==> src/rtl/alu_issue_stage.sv <==
// ALU issue stage: decodes an ALU class and funct fields into an ALU operation
// and buffers up to two operations (output register plus skid entry) in FIFO order.
module alu_issue_stage #(
    parameter int N = 64
) (
    input  logic         clk,
    input  logic         rst_n,
    input  logic         flush,
    input  logic         in_valid,
    output logic         in_ready,
    input  logic [1:0]   in_alu_op,
    input  logic [2:0]   in_funct3,
    input  logic         in_funct7b5,
    input  logic [N-1:0] in_a,
    input  logic [N-1:0] in_b,
    input  logic [4:0]   in_rd,
    output logic         out_valid,
    input  logic         out_ready,
    output logic [3:0]   out_op,
    output logic         out_cin,
    output logic [N-1:0] out_a,
    output logic [N-1:0] out_b,
    output logic [4:0]   out_rd,
    output logic         illegal_op,
    output logic [15:0]  issue_count
);

    localparam logic [3:0] OP_AND  = 4'b0000;
    localparam logic [3:0] OP_OR   = 4'b0001;
    localparam logic [3:0] OP_ADD  = 4'b0010;
    localparam logic [3:0] OP_SUB  = 4'b0110;
    localparam logic [3:0] OP_SLT  = 4'b0111;
    localparam logic [3:0] OP_NOR  = 4'b1100;
    localparam logic [3:0] OP_NAND = 4'b1101;

    logic [3:0]   w_op;
    logic         w_cin;
    logic         w_legal;
    logic         w_acc;
    logic         w_push;
    logic         w_drain;
    logic         w_next_full;

    logic         r_out_valid;
    logic [3:0]   r_out_op;
    logic [N-1:0] r_out_a;
    logic [N-1:0] r_out_b;
    logic [4:0]   r_out_rd;
    logic         r_skid_valid;
    logic [3:0]   r_skid_op;
    logic [N-1:0] r_skid_a;
    logic [N-1:0] r_skid_b;
    logic [4:0]   r_skid_rd;
    logic         r_in_ready;
    logic         r_illegal;
    logic [15:0]  r_issue_count;

    always_comb begin
        w_op    = OP_ADD;
        w_legal = 1'b1;
        case (in_alu_op)
            2'b00: w_op = OP_ADD;
            2'b01: w_op = OP_SUB;
            2'b10: begin
                if (!in_funct7b5) begin
                    case (in_funct3)
                        3'b000:  w_op = OP_ADD;
                        3'b111:  w_op = OP_AND;
                        3'b110:  w_op = OP_OR;
                        3'b010:  w_op = OP_SLT;
                        default: w_legal = 1'b0;
                    endcase
                end else begin
                    case (in_funct3)
                        3'b000:  w_op = OP_SUB;
                        3'b110:  w_op = OP_NOR;
                        3'b111:  w_op = OP_NAND;
                        default: w_legal = 1'b0;
                    endcase
                end
            end
            default: begin
                case (in_funct3)
                    3'b000:  w_op = OP_ADD;
                    3'b111:  w_op = OP_AND;
                    3'b110:  w_op = OP_OR;
                    3'b010:  w_op = OP_SLT;
                    default: w_legal = 1'b0;
                endcase
            end
        endcase
    end

    // Carry-in is a pure function of the operation, so it is not stored.
    always_comb begin
        w_cin = (r_out_op == OP_SUB) || (r_out_op == OP_SLT) || (r_out_op == OP_NAND);
    end

    assign w_acc   = in_valid && r_in_ready;
    assign w_push  = w_acc && w_legal;
    assign w_drain = r_out_valid && out_ready;

    // The skid entry is only ever filled while the output register is held.
    assign w_next_full = (r_skid_valid && !w_drain) ||
                         (r_out_valid && !r_skid_valid && !w_drain && w_push);

    always_ff @(posedge clk) begin
        if (!rst_n) begin
            r_out_valid   <= 1'b0;
            r_out_op      <= '0;
            r_out_a       <= '0;
            r_out_b       <= '0;
            r_out_rd      <= '0;
            r_skid_valid  <= 1'b0;
            r_skid_op     <= '0;
            r_skid_a      <= '0;
            r_skid_b      <= '0;
            r_skid_rd     <= '0;
            r_in_ready    <= 1'b1;
            r_illegal     <= 1'b0;
            r_issue_count <= '0;
        end else if (flush) begin
            r_out_valid  <= 1'b0;
            r_skid_valid <= 1'b0;
            r_in_ready   <= 1'b1;
            r_illegal    <= 1'b0;
        end else begin
            r_illegal  <= w_acc && !w_legal;
            r_in_ready <= !w_next_full;
            if (w_drain) begin
                r_issue_count <= r_issue_count + 16'd1;
            end
            if (r_skid_valid) begin
                if (w_drain) begin
                    r_out_op     <= r_skid_op;
                    r_out_a      <= r_skid_a;
                    r_out_b      <= r_skid_b;
                    r_out_rd     <= r_skid_rd;
                    r_skid_valid <= 1'b0;
                end
            end else if (r_out_valid && !w_drain) begin
                if (w_push) begin
                    r_skid_op    <= w_op;
                    r_skid_a     <= in_a;
                    r_skid_b     <= in_b;
                    r_skid_rd    <= in_rd;
                    r_skid_valid <= 1'b1;
                end
            end else begin
                r_out_valid <= w_push;
                if (w_push) begin
                    r_out_op <= w_op;
                    r_out_a  <= in_a;
                    r_out_b  <= in_b;
                    r_out_rd <= in_rd;
                end
            end
        end
    end

    assign in_ready    = r_in_ready;
    assign out_valid   = r_out_valid;
    assign out_op      = r_out_valid ? r_out_op : 4'b0000;
    assign out_cin     = r_out_valid && w_cin;
    assign out_a       = r_out_a;
    assign out_b       = r_out_b;
    assign out_rd      = r_out_rd;
    assign illegal_op  = r_illegal;
    assign issue_count = r_issue_count;

endmodule

==> config.mk <==
export PLATFORM = sky130hd
export DESIGN_NAME = alu_issue_stage
export DESIGN_NICKNAME = d
export VERILOG_FILES = /design/src/rtl/alu_issue_stage.sv
export SDC_FILE = /design/constraint.sdc
export NUM_CORES = 1
export LEC_CHECK = 0
export BUFFER_PORTS_ARGS = -buffer_cell sky130_fd_sc_hd__buf_2
export CAP_MARGIN = 20
export CORE_ASPECT_RATIO = 2
export CORE_UTILIZATION = 58
export DETAILED_ROUTE_END_ITERATION = 10
export PLACE_DENSITY = 0.95
export SLEW_MARGIN = 25
export SYNTH_ARGS = -nofsm -noshare
export SYNTH_HDL_FRONTEND = slang
export SYNTH_SLANG_ARGS = --single-unit
==> constraint.sdc <==
create_clock -name clk -period 2.97 [get_ports clk]
set_input_delay 0.1485 -clock clk [delete_from_list [all_inputs] [get_ports clk]]
set_output_delay 0.1485 -clock clk [all_outputs]
set_load 0.05 [all_outputs]
==> results.json <==
{
  "clk_latency_ns": 0.54,
  "start_util": 0.5925,
  "path_delay_family": "simple AND/OR/NAND/NOR gates",
  "overflow": 0,
  "critPathLaunchType": "register",
  "globalplace.congestion": 0.8068,
  "grt_max_degree": 113,
  "maxCapViolations": 0,
  "drcViolationCount": 0,
  "post_cts_buffers": 0,
  "syn_area_um2": 12450,
  "crit_chain": "nor4b_1 -> and3b_4 -> buf_12 -> nand2_1 -> a21boi_0",
  "drt-initial-drc-count": 774,
  "cp.arrival_ns": 2.80,
  "grt_first_pass_wirelength_um": 59860,
  "htreeDepth": 1,
  "cellPowerDensity_nw_per_um2": 568.1,
  "ios": 301,
  "rows": 75,
  "dr_total_vias": 11810,
  "drive_gt1_frac": 0.2131,
  "cts_buffer_depth": 3,
  "cts_hold_buf": 137,
  "grt_setup_unrepaired": "no",
  "seq_area_frac_synth": 0.4726,
  "worst_pin_slew_ns": 1.083,
  "slew_headroom": 0.2778,
  "clock-sinks": 294,
  "power_mw": 9.218,
  "gr-usage-all-layers": 0.3382,
  "finalHoldViolCount": 0,
  "cp_max_fo": 96,
  "cts_made_buffers": 26,
  "grt_pass1_vias": 11890,
  "vdd_drop_max_mv": 0.5891,
  "timing.fmax_mhz": 424.5,
  "die_w_um": 105.6,
  "syn-num-nets": 1472,
  "ys_ff_latch": 294,
  "ant_nets": 0,
  "pre_cts_slack_ns": 0.7978,
  "setup_violations": 0,
  "yosys_warnings": 0,
  "dr.pass1.iters": 5,
  "synth-edff-count": 0,
  "skew_ns": 0.01331,
  "max_stage_delay_ns": 0.61,
  "syn_area_per_cell_um2": 9.385,
  "die_area_um2": 22100,
  "routed_via_density": 5.949,
  "endpoint_kind": "register",
  "async_reset_ff_frac": 0,
  "layout_commonest_cell": "nand2_1",
  "cts_tree": "yes",
  "portBuffers": 300,
  "min_period_ns": 2.356,
  "clock-root-buffer": "clkbuf_16",
  "core_area_um2": 21020,
  "synth_cells": 1327,
  "nNetsFinal": 1838,
  "cts-resized-gates": 0,
  "ys.flop_type": "dfxtp_1",
  "areaGrowthSynthToFinish_pct": 30.28,
  "final_cell_mix": "nand2_1 (417), buf_2 (299), dfxtp_1 (293)",
  "clk_pin_slew_ns": 0.07,
  "cp.required_ns": 3.41,
  "post-dp-hpwl_um": 19830,
  "finish.utilization": 0.7719,
  "routedWlPerCell_um": 19.32,
  "cp_num_buf_inv": 1,
  "setup_slack_ns": 0.6145,
  "dieHeight_um": 209.2,
  "outcome": "complete, no violations",
  "wl_um": 38360,
  "synthDistinctLibCells": 45,
  "criticalPathCategory": "reg2reg",
  "cp_slowest_cell": "nor4b_1",
  "holdCritPathClass": "in2reg",
  "fin_crit_sh": 0.7931,
  "totalNegativeSetupSlack_ns": 0,
  "antenna_found_initial": 5,
  "slew_viol_final": 0,
  "p_leak_nw": 7.791
}
==> cell usage after synthesis, drive strengths merged, types with 4 or more instances <==
cell type  number  area [um^2]
a21boi        136         1021
a21oi           5        25.02
and2           21        131.4
buf            62        387.9
clkbuf         49        183.9
dfxtp         294         5886
mux2i         136         1361
nand2         417         1565
nand2b          4        25.02
nand3           5        25.02
nand4           6        43.79
nor2            4        15.01
nor2b           6        37.54
o211a         136         1361
xnor2          12        105.1
==> logic make-up (layout without fill, tap and decap cells) <==
kind of cell    after synthesis  after routing  synth area share
compound gates              291            291            0.2031
xor+xnor                     15             15           0.01055
fa+ha+maj                     1              1          0.001004
buf+inv                     112            498           0.04621
flops                       294            294            0.4726
mux                         136            136            0.1093
other cells                   0              3                 0
simple gates                478            478            0.1572
==> worst reg2reg max path: stages, from the launching register on <==
cell and delay, ns:
dfxtp_1 0.48, nor4b_1 0.61, and3b_4 0.32, buf_12 0.38
nand2_1 0.21, a21boi_0 0.26
==> per-layer routing <==
| metal | global-route usage | vias up | wire, um |
|---|---|---|---|
| li1 | - | 5278 | - |
| met2 | 0.6141 | 628 | 20080 |
| met4 | 0.2390 | 4 | 2791 |
| met5 | 0 | - | 16 |
| met1 | 0.3391 | 5685 | 12930 |
| met3 | 0.06800 | 213 | 2545 |
==> state kept, by name, summed over array words and instances, names as in the netlist <==
signal,cells
r_skid_op,4
r_skid_b,64
r_skid_valid,1
out_valid,1
in_ready,1
illegal_op,1
r_skid_a,64
out_a,64
out_rd,5
r_out_op,4
out_b,64
issue_count,16
r_skid_rd,5
==> layout make-up <==
| class | instances | area (um^2) |
|---|---|---|
| diodes | 3 | 7.507 |
| clock buffers | 33 | 738.2 |
| clock inverters | 15 | 192.7 |
| fillers | 1228 | 4795 |
| inverters | 1 | 3.754 |
| multi-input cells | 921 | 6013 |
| flip-flops and latches | 294 | 5889 |
| well taps | 269 | 336.6 |
| repair buffers | 449 | 3044 |
==> worst paths after layout <==
check,to,slack [ns],from,cells after the start
min,r_skid_op[1]$_SDFFE_PN0P_,0.02,in_funct3[2],3
max,r_skid_b[1]$_SDFFE_PN0P_,0.61,out_valid$_SDFFE_PP0P_,5
max reg2reg,r_skid_b[1]$_SDFFE_PN0P_,0.61,out_valid$_SDFFE_PP0P_,5
min reg2reg,r_skid_a[41]$_SDFFE_PN0P_,0.45,r_skid_a[41]$_SDFFE_PN0P_,2
==> through the flow <==
step / hold WS, ns / cells / area, um^2
4_1_cts: 0.001951 / 1982 / 16220
5_1_grt: 0.02910 / 1985 / 16230
3_5_place_dp: 0.4048 / 1797 / 13920
2_1_floorplan: 0.2833 / 1327 / 12450
6_report: 0.02432 / 1985 / 16230
3_3_place_gp: 0.3980 / 1797 / 13920
==> power by group <==
part | switching (mW) | total, mW | leakage (nW) | internal, mW
clock network | 1.57 | 3.69 | 0.457 | 2.12
logic | 0.872 | 1.35 | 4.94 | 0.476
registers | 0.0983 | 4.18 | 2.39 | 4.08
(Power assumes the default switching activity.)
